`config.mk`:
```
export PLATFORM = sky130hd
export DESIGN_NAME = fetch_stage
export DESIGN_NICKNAME = d
export VERILOG_FILES = /design/src/rtl/fetch_stage.sv
export SDC_FILE = /design/constraint.sdc
export NUM_CORES = 1
export LEC_CHECK = 0
export BUFFER_PORTS_ARGS = -buffer_cell sky130_fd_sc_hd__buf_2
export CORE_AREA = 2 2 123 125
export DETAILED_ROUTE_END_ITERATION = 12
export DIE_AREA = 0 0 125 127
export GPL_ROUTABILITY_DRIVEN = 0
export PLACE_DENSITY = 0.88
export RECOVER_POWER = 100
export SETUP_SLACK_MARGIN = 0.2
export SYNTH_ARGS = -nofsm -noshare
export SYNTH_HDL_FRONTEND = slang
export SYNTH_SLANG_ARGS = --single-unit
```
`constraint.sdc`:
```
create_clock -name clk -period 5.1 [get_ports clk]
set_input_delay 0.51 -clock clk [delete_from_list [all_inputs] [get_ports clk]]
set_output_delay 0.51 -clock clk [all_outputs]
set_load 0.03 [all_outputs]
```
`src/rtl/fetch_stage.sv`:
```
// Instruction-fetch stage and IF/ID pipeline register for the 5-stage MIPS pipeline.
// Selects the next PC, reads the instruction ROM and registers the word for decode.
module fetch_stage #(
  parameter logic [31:0] RESET_PC    = 32'h0000_0000,
  parameter int          IMEM_ADDR_W = 10,
  parameter logic [31:0] NOP_INSTR   = 32'h0000_0000
) (
  input  logic                   clk,
  input  logic                   rst,
  input  logic                   stall,
  input  logic                   branch_taken,
  input  logic [31:0]            branch_target,
  input  logic                   jmp_taken,
  input  logic [31:0]            jmp_target,
  input  logic                   jr_taken,
  input  logic [31:0]            jr_target,
  input  logic                   halt,
  output logic [IMEM_ADDR_W-1:0] imem_addr,
  input  logic [31:0]            imem_data,
  output logic [31:0]            pc,
  output logic [31:0]            if_id_pc,
  output logic [31:0]            if_id_pc4,
  output logic [31:0]            if_id_instr,
  output logic                   if_id_valid,
  output logic [5:0]             op,
  output logic [5:0]             func,
  output logic                   halted,
  output logic [31:0]            fetch_count
);

  localparam logic [31:0] ALIGN_MASK = 32'hFFFF_FFFC;

  typedef enum logic {RUN, HALTED} state_t;

  state_t      state_q, state_d;
  logic [31:0] pc_q, pc_d;
  logic [31:0] if_id_pc_q, if_id_pc_d;
  logic [31:0] if_id_pc4_q, if_id_pc4_d;
  logic [31:0] if_id_instr_q, if_id_instr_d;
  logic        if_id_valid_q, if_id_valid_d;
  logic [31:0] fetch_count_q, fetch_count_d;
  logic [31:0] pc_plus4;

  assign pc_plus4 = pc_q + 32'd4;

  // Redirects and halt squash the word fetched this cycle by loading a bubble.
  always_comb begin
    state_d       = state_q;
    pc_d          = pc_q;
    if_id_pc_d    = if_id_pc_q;
    if_id_pc4_d   = if_id_pc4_q;
    if_id_instr_d = if_id_instr_q;
    if_id_valid_d = if_id_valid_q;
    fetch_count_d = fetch_count_q;
    if (state_q == RUN) begin
      if (halt) begin
        state_d       = HALTED;
        if_id_instr_d = NOP_INSTR;
        if_id_valid_d = 1'b0;
      end else if (branch_taken) begin
        pc_d          = branch_target & ALIGN_MASK;
        if_id_instr_d = NOP_INSTR;
        if_id_valid_d = 1'b0;
      end else if (stall) begin
        pc_d = pc_q;
      end else if (jr_taken) begin
        pc_d          = jr_target & ALIGN_MASK;
        if_id_instr_d = NOP_INSTR;
        if_id_valid_d = 1'b0;
      end else if (jmp_taken) begin
        pc_d          = jmp_target & ALIGN_MASK;
        if_id_instr_d = NOP_INSTR;
        if_id_valid_d = 1'b0;
      end else begin
        pc_d          = pc_plus4;
        if_id_pc_d    = pc_q;
        if_id_pc4_d   = pc_plus4;
        if_id_instr_d = imem_data;
        if_id_valid_d = 1'b1;
        fetch_count_d = fetch_count_q + 32'd1;
      end
    end
  end

  always_ff @(posedge clk) begin
    if (rst) begin
      state_q       <= RUN;
      pc_q          <= RESET_PC & ALIGN_MASK;
      if_id_pc_q    <= 32'd0;
      if_id_pc4_q   <= 32'd0;
      if_id_instr_q <= NOP_INSTR;
      if_id_valid_q <= 1'b0;
      fetch_count_q <= 32'd0;
    end else begin
      state_q       <= state_d;
      pc_q          <= pc_d;
      if_id_pc_q    <= if_id_pc_d;
      if_id_pc4_q   <= if_id_pc4_d;
      if_id_instr_q <= if_id_instr_d;
      if_id_valid_q <= if_id_valid_d;
      fetch_count_q <= fetch_count_d;
    end
  end

  // The ROM aliases: upper PC bits are simply dropped from the word address.
  assign imem_addr   = pc_q[IMEM_ADDR_W+1:2];
  assign pc          = pc_q;
  assign if_id_pc    = if_id_pc_q;
  assign if_id_pc4   = if_id_pc4_q;
  assign if_id_instr = if_id_instr_q;
  assign if_id_valid = if_id_valid_q;
  assign op          = if_id_instr_q[31:26];
  assign func        = if_id_instr_q[5:0];
  assign halted      = (state_q == HALTED);
  assign fetch_count = fetch_count_q;

endmodule

```
* After elaboration in Yosys (flattened, before gate mapping) *
Index checks and enable logic that the tools add are counted.
W data, S select, Z words.

storage, ports and cells
  bits in read-only memories = 0
  flip-flop bits (word level) = 162
  latch bits = 0
  output and inout bits = 184
  memories = 0
  word-level logic and storage cells = 36
  memory bits (writable) = 0

cells by class
  multiply operators = 0
  multiplexer cells = 16
  bitwise gates (word level) = 6
  shift operators = 0
  reductions and logical operators = 3
  order comparisons = 0
  eq/ne operators = 2
  div/mod/pow operators = 0
  add/sub/neg operators = 2

operator list
  cell                     number
  $mux W32                 9
  $add A32 B1 Y32 const B  1
  $add A32 B3 Y32 const B  1
  $mux W1                  7
  $not A1 Y1               6
  $reduce_and A6 Y1        1
  $ne A3 B1 Y1 const B     1
  $reduce_and A3 Y1        1
  $ne A2 B1 Y1 const B     1
  $reduce_and A2 Y1        1

* Logic depth before layout (Yosys ltp) *
  depth after elaboration = 5
  gate-level depth with buffers = 7
  depth with buffers taken out = 6

* Worst setup path before layout *
No wires, ideal clock.

  kind = reg-to-reg
  from = register pc_q[2], in the netlist pc[2]
  to = register pc_q[30], in the netlist pc[30]
  clock period less this slack = 2.709 ns
  data required time = 4.981 ns
  arrival time = 2.590 ns
  setup slack = 2.391 ns
  stages on the path, launching flop included = 8
  cells stage by stage = dfxtp_1 -> ha_1 -> nand3_2 -> or4_1 -> buf_2 -> or4_4 -> o21a_1 -> o221a_1

between the ends
  word-level cells in the longest chain between the ends = 5

ends and longest elaborated chain
  what                    line  source
  from (decl)             36    logic [31:0] pc_q, pc_d;
  from (signal assigned)  88    pc_q <= RESET_PC & ALIGN_MASK;
  from (signal assigned)  96    pc_q <= pc_d;
  $add A32 B3 Y32         44    assign pc_plus4 = pc_q + 32'd4;
  $mux W32                70    end else if (jmp_taken) begin
  $mux W32                66    end else if (jr_taken) begin
  $mux W32                64    end else if (stall) begin
  $mux W32                60    end else if (branch_taken) begin

Every way passes these cells. The select of a mux whose other input is x is not followed.
A chain may end at the register's enable or synchronous reset.

* Worst setup path in the final report *
  from = input branch_taken
  to = register if_id_pc4_q[8], in the netlist if_id_pc4[8]

between the ends
  word-level cells in the longest chain between the ends = 2

ends and longest elaborated chain
  what                                line  source
  from (decl)                         11    input logic branch_taken,
  $not A1 Y1 (no source line)         n/a
  $reduce_and A6 Y1 (no source line)  n/a
  to (signal assigned)                98    if_id_pc4_q <= if_id_pc4_d;
  to (decl)                           38    logic [31:0] if_id_pc4_q, if_id_pc4_d;

Every way passes these cells.

==> qor.yml <==
floorplan:
  initial_core_util_pct: 51.2
  die_h_um: 127
  coreArea_um2: 14400
  dieArea_um2: 15900
  rows: 44
  die_w_um: 125
  io_pins: 319
yosys:
  netlist_instances: 908
  netlist_top_cells_area: "dfxtp_1 (42%), nor2_1 (5.4%), xnor2_1 (5.3%), nand2_1 (5.0%), a21oi_1 (5.0%)"
  synthesis.area_um2: 7380
  synth.avg_cell_area_um2: 8.13
  synth_async_sr_flop_share_pct: 0
  yosys_most_used_dff: "dfxtp_1"
  synth_edf_count: 0
  ys_types: 62
  synth-seq-cells: 156
  yosys_warnings: 0
  yosys.area.top_type: "dfxtp_1"
  synth_top_area_share_pct: 42.3
  ys_seq_area_share_pct: 42.3
layout:
  layout_common_cells: "clkbuf_1 (183), dfxtp_1 (156), buf_2 (126)"
  layout.nets: 1288
  syn_to_final_growth_pct: 23.0
  instances_no_fill: 1349
  final_common_cell: "clkbuf_1"
  final_area_um2: 9080
  nFillCells: 1386
  drive_gt1_share_pct: 15.3
setup_path:
  startpoint: "branch_taken"
  path_max_fanout: 46
  cp_num_cells: 7
  crit_top_cell: "clkbuf_1"
  critPathKind: "primary input to register"
  path_cells: "clkbuf_1 -> buf_4 -> or4_1 -> nor2_4 -> clkbuf_1 -> nor2_1 -> a211oi_1"
  crit_slowest_cell: "clkbuf_1"
  setup.worst_path.start_class: "primary input"
  worst-path-buf-inv: 3
  cp-end-kind: "register"
  r2r_end: "if_id_pc4[8]"
  required_ns: 5.42
  cp_top_family: "buffers and inverters"
  worst-r2r-cell-count: 5
  r2r_start: "halted"
  crit_end: "if_id_pc4[8]"
  arrival_ns: 4.07
  ff2ff_setup_slack_ns: 1.57
  cpPeakStageDelay_ns: 1.30
flow_run:
  drv_cap: 2
clocking:
  cts_resized: 0
  clkSlewWorstSetupHoldPaths_ns: 0.07
  cts_tree: "yes"
  cts.htree.levels: 4
  hold_buffers: 0
  cts_buffers: 17
  cts.path.max_buffers: 2
  clk_latency_ns: 0.42
  clockRootBuffer: "clkbuf_16"
  cts_setup_buffers: 0
  numClockSinks: 156
pwr:
  power_mw: 2.87
  p_leak_nw: 3.21
  vdd_drop_max_uv: 228
  p_per_area_nw_per_um2: 316
placement:
  portBuffers: 306
  place_area_um2: 8740
  dp_cells: 1316
  dp.final_hpwl_um: 17000
drt:
  vias: 7829
  drt_iter0_drc: 649
  wl_per_cell_um: 18.1
  drc: 0
  drtPass1Iterations: 5
  routed_wl_um: 24500
  ant_nets: 0
  viasPerCell: 5.80
worst_hold_path:
  min_from: "imem_data[14]"
  min_path_type: "primary input to register"
timing:
  final_max_slew_viol_count: 74
  worstMarginPinSlew_ns: 1.90
  finalHoldViolations: 0
  tns_ns: 0
  worst_slew_margin_rel_pct: -27.0
  rsz0062_at_grt: "false"
  fin_crit_sh_pct: 73.6
  fmax_mhz: 266
  fin_crit_ns: 3.76
  fin_worst_skew_ns: 0.0106
  setup_viol: 0
  finalHoldWorstSlack_ns: 0.340
global_routing:
  grt-ovfl-total: 0
  grt_pass1_vias: 7343
  grt_use_total_pct: 29.7
  grt_max_degree: 83
  antenna_found_initial: 2
  grt_pass1_wl_um: 38000
run_status:
  outcome: "finished with violations"
  violations: "capacitance limit, slew limit"
where the power goes:
part           switching (mW)  total [mW]  internal, mW
Combinational           0.213       0.317         0.104
Clock                   0.537        1.27         0.731
Sequential             0.0417        1.28          1.24
Total                   0.792        2.87          2.08
state kept, by name (all words and copies together), names as in the netlist:
name / flops
fetch_count: 32
halted: 1
if_id_instr: 32
if_id_pc: 30
if_id_pc4: 30
if_id_valid: 1
pc: 30
through the flow:
step,utilization [%],setup WS [ns]
floorplan,-,2.39
global placement,60.6,1.83
detailed placement,60.6,1.76
CTS,64.7,2.09
global route,63.0,1.03
finish,63.0,1.34
cell type report:
| cell class | instances | area [um^2] | share of cell area (%) |
|---|---|---|---|
| Sequential cell | 156 | 3120 | 34.4 |
| Antenna cell | 1 | 2.50 | 0.0275 |
| Tap cell | 184 | 230 | 2.53 |
| Clock buffer | 18 | 429 | 4.72 |
| Inverter | 18 | 67.6 | 0.744 |
| Clock inverter | 14 | 159 | 1.75 |
| Timing Repair Buffer | 316 | 1370 | 15.1 |
| Multi-Input combinational cell | 642 | 3700 | 40.7 |
tightest hold or removal path: stages:
cell and delay [ns]:
buf_2 0.08, a22oi_1 0.07, nor2_1 0.07
synth_stat cells (3+ instances only):
| cell type | count |
|---|---|
| xnor2_1 | 45 |
| o22ai_1 | 13 |
| a32o_1 | 3 |
| and4_1 | 4 |
| buf_2 | 6 |
| o211ai_1 | 3 |
| a22oi_1 | 32 |
| nor2_1 | 107 |
| a211o_1 | 3 |
| nor2b_1 | 3 |
| o21ai_0 | 44 |
| a221oi_1 | 15 |
| a221o_1 | 3 |
| dfxtp_1 | 156 |
| nand4_1 | 15 |
| buf_6 | 3 |
| buf_4 | 30 |
| nand2b_1 | 8 |
| mux2i_1 | 4 |
| and3_1 | 6 |
| xor2_1 | 12 |
| nor4_1 | 18 |
| or3_1 | 3 |
| or4_4 | 3 |
| a211oi_1 | 14 |
| a21o_1 | 3 |
| nor3_1 | 30 |
| a31oi_1 | 4 |
| nand2_1 | 99 |
| a21oi_1 | 74 |
| nand3_1 | 22 |
| o31ai_1 | 5 |
| clkbuf_1 | 56 |
| nand4_2 | 3 |
| or4_1 | 5 |
| inv_1 | 17 |
| or2_2 | 6 |
metal layers:
metal | vias to the layer above | global-route usage [%] | wire length, um
met5 | - | 0 | 0
met4 | 0 | 12.3 | 762
met3 | 54 | 6.41 | 2040
met2 | 399 | 49.4 | 11700
met1 | 3684 | 37.8 | 9960
li1 | 3692 | - | -
kinds of logic (layout without fill, tap and decap cells):
group / after synthesis / count (layout) / share of synthesized area [%]
xor gates and xnor gates: 57 / 57 / 6.76
muxes: 4 / 4 / 0.542
AOI/OAI and AO/OA: 234 / 234 / 20.4
and+or+nand+nor: 339 / 339 / 21.8
adders and majority gates: 2 / 2 / 0.339
other: 1 / 7 / 0.0508
buffers and inverters: 115 / 366 / 7.79
DFF: 156 / 156 / 42.3
how the worst min path moves through the flow:
stage	end	slack [ns]	depth (start not counted)
3_5_place_dp	if_id_pc4[13]	0.44	2
3_3_place_gp	if_id_pc[12]	0.44	2
5_1_grt	if_id_instr[21]	0.34	3
2_1_floorplan	if_id_pc4[13]	0.58	2
4_1_cts	if_id_instr[14]	0.33	3
6_report	if_id_instr[14]	0.34	3
No activity file was read; power rests on OpenSTA's default activity.
